[config.mk]
export PLATFORM = sky130hd
export DESIGN_NAME = ctrl_decoder_flat
export DESIGN_NICKNAME = d
export VERILOG_FILES = /design/src/rtl/ctrl_decoder_if.sv /design/src/rtl/ctrl_decoder.sv /design/src/flat_wrapper.sv
export SDC_FILE = /design/constraint.sdc
export NUM_CORES = 1
export LEC_CHECK = 0
export CORE_ASPECT_RATIO = 1.5
export CORE_MARGIN = 5
export CORE_UTILIZATION = 45
export CTS_CLUSTER_SIZE = 20
export DETAILED_ROUTE_END_ITERATION = 16
export PLACE_DENSITY = 0.77
export SYNTH_ARGS = -nofsm -noshare
export SYNTH_HDL_FRONTEND = slang
export SYNTH_SLANG_ARGS = --single-unit
[constraint.sdc]
create_clock -name clk -period 6.9 [get_ports clk]
set_input_delay 2.07 -clock clk [delete_from_list [all_inputs] [get_ports clk]]
set_output_delay 2.07 -clock clk [all_outputs]
set_load 0.01 [all_outputs]
[src/rtl/ctrl_decoder_if.sv]
// Bus bundle between the fetch/decode/execute controller and its instruction
// memory, data memory and combinational ALU.
interface ctrl_decoder_if;
  logic        imem_req;
  logic [15:0] imem_addr;
  logic        imem_valid;
  logic [15:0] imem_rdata;
  logic        dmem_req;
  logic        dmem_we;
  logic [15:0] dmem_addr;
  logic [15:0] dmem_wdata;
  logic        dmem_ack;
  logic [15:0] dmem_rdata;
  logic [2:0]  alu_opr;
  logic [15:0] alu_x;
  logic [15:0] alu_y;
  logic [15:0] alu_result;
  logic        alu_z;

  modport master (
    output imem_req, imem_addr, dmem_req, dmem_we, dmem_addr, dmem_wdata,
           alu_opr, alu_x, alu_y,
    input  imem_valid, imem_rdata, dmem_ack, dmem_rdata, alu_result, alu_z
  );

  modport slave (
    input  imem_req, imem_addr, dmem_req, dmem_we, dmem_addr, dmem_wdata,
           alu_opr, alu_x, alu_y,
    output imem_valid, imem_rdata, dmem_ack, dmem_rdata, alu_result, alu_z
  );
endinterface

[src/rtl/ctrl_decoder.sv]
// Multi-cycle fetch/decode/execute controller for the 16-bit RISC core: owns the
// PC, the 8x16 register file and the instruction/data memory handshakes.
module ctrl_decoder #(
  parameter logic [15:0] RESET_PC = 16'h0000
) (
  input  logic           clk,
  input  logic           rst_n,
  ctrl_decoder_if.master bus,
  output logic [15:0]    pc,
  output logic           instr_done,
  output logic           illegal
);

  typedef enum logic [2:0] {
    S_IDLE, S_FETCH, S_DECODE, S_EXEC, S_MEM, S_WB
  } state_e;

  state_e      state_q, state_d;
  logic [15:0] pc_q, ir_q;
  logic [2:0]  opr_q;
  logic [15:0] x_q, y_q, result_q, dmem_addr_q, dmem_wdata_q;
  logic        dmem_we_q, z_q;
  logic [15:0] regs_q [8];

  // Instruction fields
  logic [3:0]  opcode;
  logic [2:0]  rd, rs, rt;
  logic [15:0] imm16;
  logic [15:0] r_rd, r_rs, r_rt;

  assign opcode = ir_q[15:12];
  assign rd     = ir_q[11:9];
  assign rs     = ir_q[8:6];
  assign rt     = ir_q[5:3];
  assign imm16  = {{10{ir_q[5]}}, ir_q[5:0]};

  // R0 reads as zero no matter what the array holds
  assign r_rd = (rd == 3'd0) ? 16'h0000 : regs_q[rd];
  assign r_rs = (rs == 3'd0) ? 16'h0000 : regs_q[rs];
  assign r_rt = (rt == 3'd0) ? 16'h0000 : regs_q[rt];

  logic        is_load, is_store, is_branch, is_jump, is_illegal, writes_rd;
  logic [2:0]  dec_opr;
  logic [15:0] dec_x, dec_y;

  assign is_load    = (opcode == 4'hA);
  assign is_store   = (opcode == 4'hB);
  assign is_branch  = (opcode == 4'h9);
  assign is_jump    = (opcode == 4'hC);
  assign is_illegal = (opcode >= 4'hD);
  assign writes_rd  = (opcode >= 4'h1 && opcode <= 4'h8) || is_load;

  // NOTE: every always_comb output gets a default first so no path can infer a latch.
  always_comb begin
    dec_opr = 3'b000;
    dec_x   = 16'h0000;
    dec_y   = 16'h0000;
    case (opcode)
      4'h1, 4'h2, 4'h3, 4'h4, 4'h5: begin
        dec_opr = opcode[2:0];
        dec_x   = r_rs;
        dec_y   = r_rt;
      end
      4'h6: begin
        dec_opr = 3'b110;
        dec_x   = r_rs;
      end
      4'h7: begin
        dec_opr = 3'b111;
        dec_x   = r_rs;
      end
      4'h8, 4'hA, 4'hB: begin
        dec_opr = 3'b001;
        dec_x   = r_rs;
        dec_y   = imm16;
      end
      4'h9: begin
        dec_opr = 3'b010;
        dec_x   = r_rd;
        dec_y   = r_rs;
      end
      default: ;
    endcase
  end

  logic [15:0] pc_inc, pc_next;

  always_comb begin
    pc_inc  = pc_q + 16'd1;
    pc_next = pc_inc;
    if (is_branch && z_q) begin
      pc_next = pc_inc + imm16;
    end else if (is_jump) begin
      pc_next = {pc_q[15:12], ir_q[11:0]};
    end
  end

  always_comb begin
    state_d = state_q;
    case (state_q)
      S_IDLE:   state_d = S_FETCH;
      S_FETCH:  if (bus.imem_valid) state_d = S_DECODE;
      S_DECODE: state_d = S_EXEC;
      S_EXEC:   state_d = (is_load || is_store) ? S_MEM : S_WB;
      S_MEM:    if (bus.dmem_ack) state_d = S_WB;
      S_WB:     state_d = S_FETCH;
      default:  state_d = S_IDLE;
    endcase
  end

  // NOTE: sequential state uses non-blocking assignments only, so every register
  // samples the pre-edge values of the others regardless of statement order.
  always_ff @(posedge clk or negedge rst_n) begin
    if (!rst_n) begin
      state_q      <= S_IDLE;
      pc_q         <= RESET_PC;
      ir_q         <= '0;
      opr_q        <= '0;
      x_q          <= '0;
      y_q          <= '0;
      result_q     <= '0;
      dmem_addr_q  <= '0;
      dmem_wdata_q <= '0;
      dmem_we_q    <= 1'b0;
      z_q          <= 1'b0;
      // NOTE: the register file is small and must come up zeroed, so it is
      // reset as flops rather than mapped onto a RAM macro.
      for (int i = 0; i < 8; i++) regs_q[i] <= '0;
    end else begin
      state_q <= state_d;
      case (state_q)
        S_FETCH: if (bus.imem_valid) ir_q <= bus.imem_rdata;
        S_DECODE: begin
          opr_q     <= dec_opr;
          x_q       <= dec_x;
          y_q       <= dec_y;
          dmem_we_q <= is_store;
          if (is_store) dmem_wdata_q <= r_rd;
        end
        S_EXEC: begin
          result_q <= bus.alu_result;
          z_q      <= bus.alu_z;
          if (is_load || is_store) dmem_addr_q <= bus.alu_result;
        end
        S_MEM: if (bus.dmem_ack && is_load) result_q <= bus.dmem_rdata;
        S_WB: begin
          pc_q <= pc_next;
          if (writes_rd && rd != 3'd0) regs_q[rd] <= result_q;
        end
        default: ;
      endcase
    end
  end

  assign bus.imem_req   = (state_q == S_FETCH);
  assign bus.imem_addr  = pc_q;
  assign bus.dmem_req   = (state_q == S_MEM);
  assign bus.dmem_we    = (state_q == S_MEM) && dmem_we_q;
  assign bus.dmem_addr  = dmem_addr_q;
  assign bus.dmem_wdata = dmem_wdata_q;
  assign bus.alu_opr    = (state_q == S_EXEC) ? opr_q : 3'b000;
  assign bus.alu_x      = x_q;
  assign bus.alu_y      = y_q;
  assign pc             = pc_q;
  assign instr_done     = (state_q == S_WB);
  assign illegal        = (state_q == S_WB) && is_illegal;

endmodule
[src/flat_wrapper.sv]
// flat-port wrapper written by rule: the top's interface ports become plain ports
module ctrl_decoder_flat 
#(
  parameter logic [15:0] RESET_PC = 16'h0000
)
  (clk, rst_n, pc, instr_done, illegal, bus_imem_req, bus_imem_addr, bus_dmem_req, bus_dmem_we, bus_dmem_addr, bus_dmem_wdata, bus_alu_opr, bus_alu_x, bus_alu_y, bus_imem_valid, bus_imem_rdata, bus_dmem_ack, bus_dmem_rdata, bus_alu_result, bus_alu_z);
  ctrl_decoder_if bus_i ();
  input  logic clk;
  input  logic rst_n;
  output logic [15:0] pc;
  output logic instr_done;
  output logic illegal;
  output wire logic [$bits(bus_i.imem_req)-1:0] bus_imem_req;
  output wire logic [$bits(bus_i.imem_addr)-1:0] bus_imem_addr;
  output wire logic [$bits(bus_i.dmem_req)-1:0] bus_dmem_req;
  output wire logic [$bits(bus_i.dmem_we)-1:0] bus_dmem_we;
  output wire logic [$bits(bus_i.dmem_addr)-1:0] bus_dmem_addr;
  output wire logic [$bits(bus_i.dmem_wdata)-1:0] bus_dmem_wdata;
  output wire logic [$bits(bus_i.alu_opr)-1:0] bus_alu_opr;
  output wire logic [$bits(bus_i.alu_x)-1:0] bus_alu_x;
  output wire logic [$bits(bus_i.alu_y)-1:0] bus_alu_y;
  input wire logic [$bits(bus_i.imem_valid)-1:0] bus_imem_valid;
  input wire logic [$bits(bus_i.imem_rdata)-1:0] bus_imem_rdata;
  input wire logic [$bits(bus_i.dmem_ack)-1:0] bus_dmem_ack;
  input wire logic [$bits(bus_i.dmem_rdata)-1:0] bus_dmem_rdata;
  input wire logic [$bits(bus_i.alu_result)-1:0] bus_alu_result;
  input wire logic [$bits(bus_i.alu_z)-1:0] bus_alu_z;
  assign bus_imem_req = bus_i.imem_req;
  assign bus_imem_addr = bus_i.imem_addr;
  assign bus_dmem_req = bus_i.dmem_req;
  assign bus_dmem_we = bus_i.dmem_we;
  assign bus_dmem_addr = bus_i.dmem_addr;
  assign bus_dmem_wdata = bus_i.dmem_wdata;
  assign bus_alu_opr = bus_i.alu_opr;
  assign bus_alu_x = bus_i.alu_x;
  assign bus_alu_y = bus_i.alu_y;
  assign bus_i.imem_valid = bus_imem_valid;
  assign bus_i.imem_rdata = bus_imem_rdata;
  assign bus_i.dmem_ack = bus_dmem_ack;
  assign bus_i.dmem_rdata = bus_dmem_rdata;
  assign bus_i.alu_result = bus_alu_result;
  assign bus_i.alu_z = bus_alu_z;
  ctrl_decoder #(.RESET_PC(RESET_PC)) u_core (.clk(clk), .rst_n(rst_n), .bus(bus_i), .pc(pc), .instr_done(instr_done), .illegal(illegal));
endmodule
==> metrics.md <==
| Metric | Value |
|---|---|
| Outcome | finished clean |
| Cell Int Power | 4.451 mW |
| Dpl ws | 3.044 ns |
| Avg WL per Cell | 22.88 um |
| Yosys cell types | 68 |
| DRT iter0 DRCs | 993 |
| Remaining global-route overflow | 0 |
| Post-synth EDFFs | 0 |
| #FFs+latches synth | 234 |
| Post-synthesis compound-gate area fraction | 0.1674 |
| Biggest area consumer among synthesized cells | dfrtp_1 |
| Mux cell area share after synthesis | 0.2285 |
| Asr flop ratio synth | 1.000 |
| Syn_area_per_cell | 11.03 um2 |
| Sequential share of power | 0.339 |
| Placed Cells | 1678 |
| Sequential share of the synthesized area | 0.4396 |
| Setup TNS | 0 ns |
| Initial antenna violation count | 0 |
| Final ANT Viol Nets | 0 |
| Crit path cell chain | nand2b_1 -> nor2_1 -> and2_1 -> clkdlybuf4s50_1 |
| Worst setup SP type | register |
| P_leak | between 6 and 7 nW |
| Vias in the first global route | 10960 |
| Crit path arrival time | 2.32 ns |
| Ys flop type | dfrtp_1 |
| Switching Power | 3.192 mW |
| Mapped Cells | 1208 |
| CTS tree | done |
| RSZ-0062 raised after global routing | false |
| Most frequent cells after synthesis | dfrtp_1 (234), mux2_2 (160), nand2_1 (114), o21ai_0 (100), a21oi_1 (65) |
| Initial core utilization | 0.4533 |
| DIE AREA | around 33000 um2 |
| Area after DPL | between 15000 and 20000 um2 |
| Worst Setup EP | bus_alu_opr[0] |
| Critical-path top delay cell | clkdlybuf4s50_1 |
| HP Class | reg2reg |
| Final setup viols | 0 |
| Family with the most delay on the worst path | simple AND/OR/NAND/NOR gates |
| GP Congestion | 0.9247 |
| Critical path origin | u_core.state_q[2] |
| Io pins | 157 |
| Internal reg-to-reg setup slack | 3.57 ns |
| Residual DRC | 0 |
| Largest cells by area after synthesis | dfrtp_1 (44%), mux2_2 (14%), mux4_2 (5.4%) |
| Fmax | 227.9 MHz |
| Largest net degree at the start of global routing | roughly 130 |
| Hold Vio Cnt, Final | 0 |
| Setup Crit Path Kind | reg2out |
| Reg-to-reg endpoint | u_core.bus.imem_addr[14] |
| Worst-skew pair later-pin latency | around 0.53 ns |
| XOR/XNOR Fraction of Synth Area | 0.01710 |
| Yosys top cell area share | 0.4396 |
| Skew final | roughly 0.013 ns |
| FF-to-FF path depth | 11 |
| DP HPWL | 26110 um |
| Relative slew slack | 0.1685 |
| Comb pwr share | 0.492 |
| CTS sink cnt | between 200 and 250 |
| H-Tree Depth | 1 |
| Worst R2R Start | u_core.bus.imem_addr[2] |
| CP bufs+invs | 1 |
| # rows | 77 |
| Critical path's largest stage delay | between 0.5 and 0.6 ns |
| Final #Nets | between 1000 and 1500 |
| Routed met2 length | 19580 um |
| Bufs on Longest Clock Path | 3 |
| First-pass GRT wire length | 61490 um |
| Core Footprint | 29380 um2 |
| Vias per cell | 6.244 |
| Vias | between 10000 and 15000 |
| Clock Tree Root | clkbuf_16 |
| Worst path required time | 4.83 ns |
| Cts bufs inserted | 24 |
| Worst-path clk slew | about 0.06 ns |
| Crit end category | output pin |
| Layout Cells excl Fill | 1721 |
| Yosys warnings | 0 |
| Max IR drop VDD | 0.2344 mV |
| Period utilization | 0.6359 |
| Adder-Cell Fraction of Synth Area | 0.02029 |
| Power per cell area | 481.0 nW/um2 |
| PortBufs | 156 |
| Top routing layer used | met4 |
| Synthesized area | between 10000 and 15000 um2 |
| Fin crit period | around 4.4 ns |
| DRT met1 WL | 14610 um |
| Layout area overhead | 19.32% |
| Antenna cells | 0 |
| Drt pass-1 iters | 6 |
| Slew @ Worst Pin | 1.243 ns |
| Simple-gate area share of the yosys netlist | 0.08483 |
| Syn Nets | 1282 |
| Most common cell in the netlist | dfrtp_1 |
| Die Height | 220.7 um |
| Met3 Wirelength | ~3000 um |
| Die Width | 150.5 um |
| Setup Buffers After CTS | 0 |
| Slack of the critical path | about 2.5 ns |
| Crit path max fanout | 8 |
| Finished Cell Area | 15890 um2 |
| Overall power | between 7 and 8 mW |
| Maxcap violations | 0 |
| Critical path depth in cells | 4 |
| Tot GR Track Use | 0.2355 |
| Routed wire length | 39370 um |
| Cts hold-fix bufs | 0 |
| Main combinational cell family by area after synthesis | multiplexers |
| Share of cells above drive strength 1 | 0.2142 |
| # resized after CTS | 0 |
| Clock Power Share | 0.170 |
| Slew Viols, Final | 0 |
| Sw frac | 0.4177 |
[sequential cells by signal, summed over array words and instances, names as in the netlist]
signal and count:
u_core.bus.alu_x 16, u_core.bus.alu_y 16, u_core.bus.dmem_addr 16, u_core.bus.dmem_wdata 16, u_core.bus.imem_addr 16, u_core.dmem_we_q 1, u_core.ir_q 16, u_core.opr_q 3
u_core.regs_q 114, u_core.result_q 16, u_core.state_q 3, u_core.z_q 1
[cells in the final DEF (no fill, tap or decap), types with 8 or more instances in the layout]
master / n
a21oi_1: 65
a221o_1: 23
a221oi_1: 9
a22o_1: 9
a22oi_1: 35
and2_1: 8
and3_1: 8
buf_4: 24
clkbuf_16: 25
clkbuf_8: 8
clkdlybuf4s50_1: 155
dfrtp_1: 234
ha_1: 20
inv_1: 12
mux2_2: 160
mux2_4: 10
mux2i_1: 37
mux4_2: 32
nand2_1: 114
nand3_1: 17
nor2_1: 35
nor3_1: 12
o21a_1: 17
o21ai_0: 100
o221ai_1: 16
xnor2_1: 15
xor2_1: 11
[final cells by class]
class	count	area, um2
clock inverters	7	45.04
clock buffers	36	747.0
repair buffers	181	1767
inverters	13	50.05
flip-flops and latches	234	5856
multi-input cells	855	6934
fillers	2463	13490
well taps	395	494.2
[metrics by stage]
step	util	hold WS, ns
after floorplan	-	0.4246
after global placement	0.5139	0.3625
after detailed placement	0.5139	0.3679
after CTS	0.5409	0.3821
after global routing	0.5409	0.3971
final	0.5409	0.3800
[layer usage]
metal	global-route usage	vias to the layer above
li1	-	4737
met3	0.03217	177
met4	0.1294	0
met5	0	-
met2	0.4035	570
met1	0.2853	5262
[worst min path at each step]
stage	cells after the start	slack (ns)	from	to
after floorplan	1	0.42	u_core.regs_q[113]	u_core.regs_q[113]
after global placement	0	0.36	u_core.regs_q[113]	u_core.regs_q[113]
after detailed placement	0	0.37	u_core.regs_q[119]	u_core.regs_q[119]
after CTS	0	0.38	u_core.regs_q[119]	u_core.regs_q[119]
after global routing	0	0.40	u_core.regs_q[119]	u_core.regs_q[119]
final	0	0.38	u_core.regs_q[119]	u_core.regs_q[119]
[kinds of logic (layout without fill, tap and decap cells)]
family                   Yosys count  in the layout
multiplexers                     239            239
adder cells (fa/ha/maj)           21             21
AO/OA/AOI/OAI                    335            335
flip-flops                       234            234
buffers and inverters            119            237
XOR/XNOR                          26             26
AND/OR/NAND/NOR                  234            234
[worst reg2reg max path: cells and delay by family (launching register included)]
family	cells	cell delay [ns]
AND/OR/NAND/NOR	5	1.19
AO/OA/AOI/OAI	4	0.92
flip-flops	1	0.50
adder cells (fa/ha/maj)	1	0.31
XOR/XNOR	1	0.30
[power groups by stage]
| stage | logic (mW) | clock network, mW | registers (mW) |
|---|---|---|---|
| after CTS | 3.73 | 1.33 | 2.56 |
| final | 3.76 | 1.30 | 2.59 |
| after detailed placement | 3.71 | 0 | 2.58 |
| after floorplan | 2.52 | 0 | 2.40 |
| after global placement | 3.62 | 0 | 2.54 |
| after global routing | 4.06 | 1.38 | 2.66 |
No activity file was read; power rests on OpenSTA's default activity.
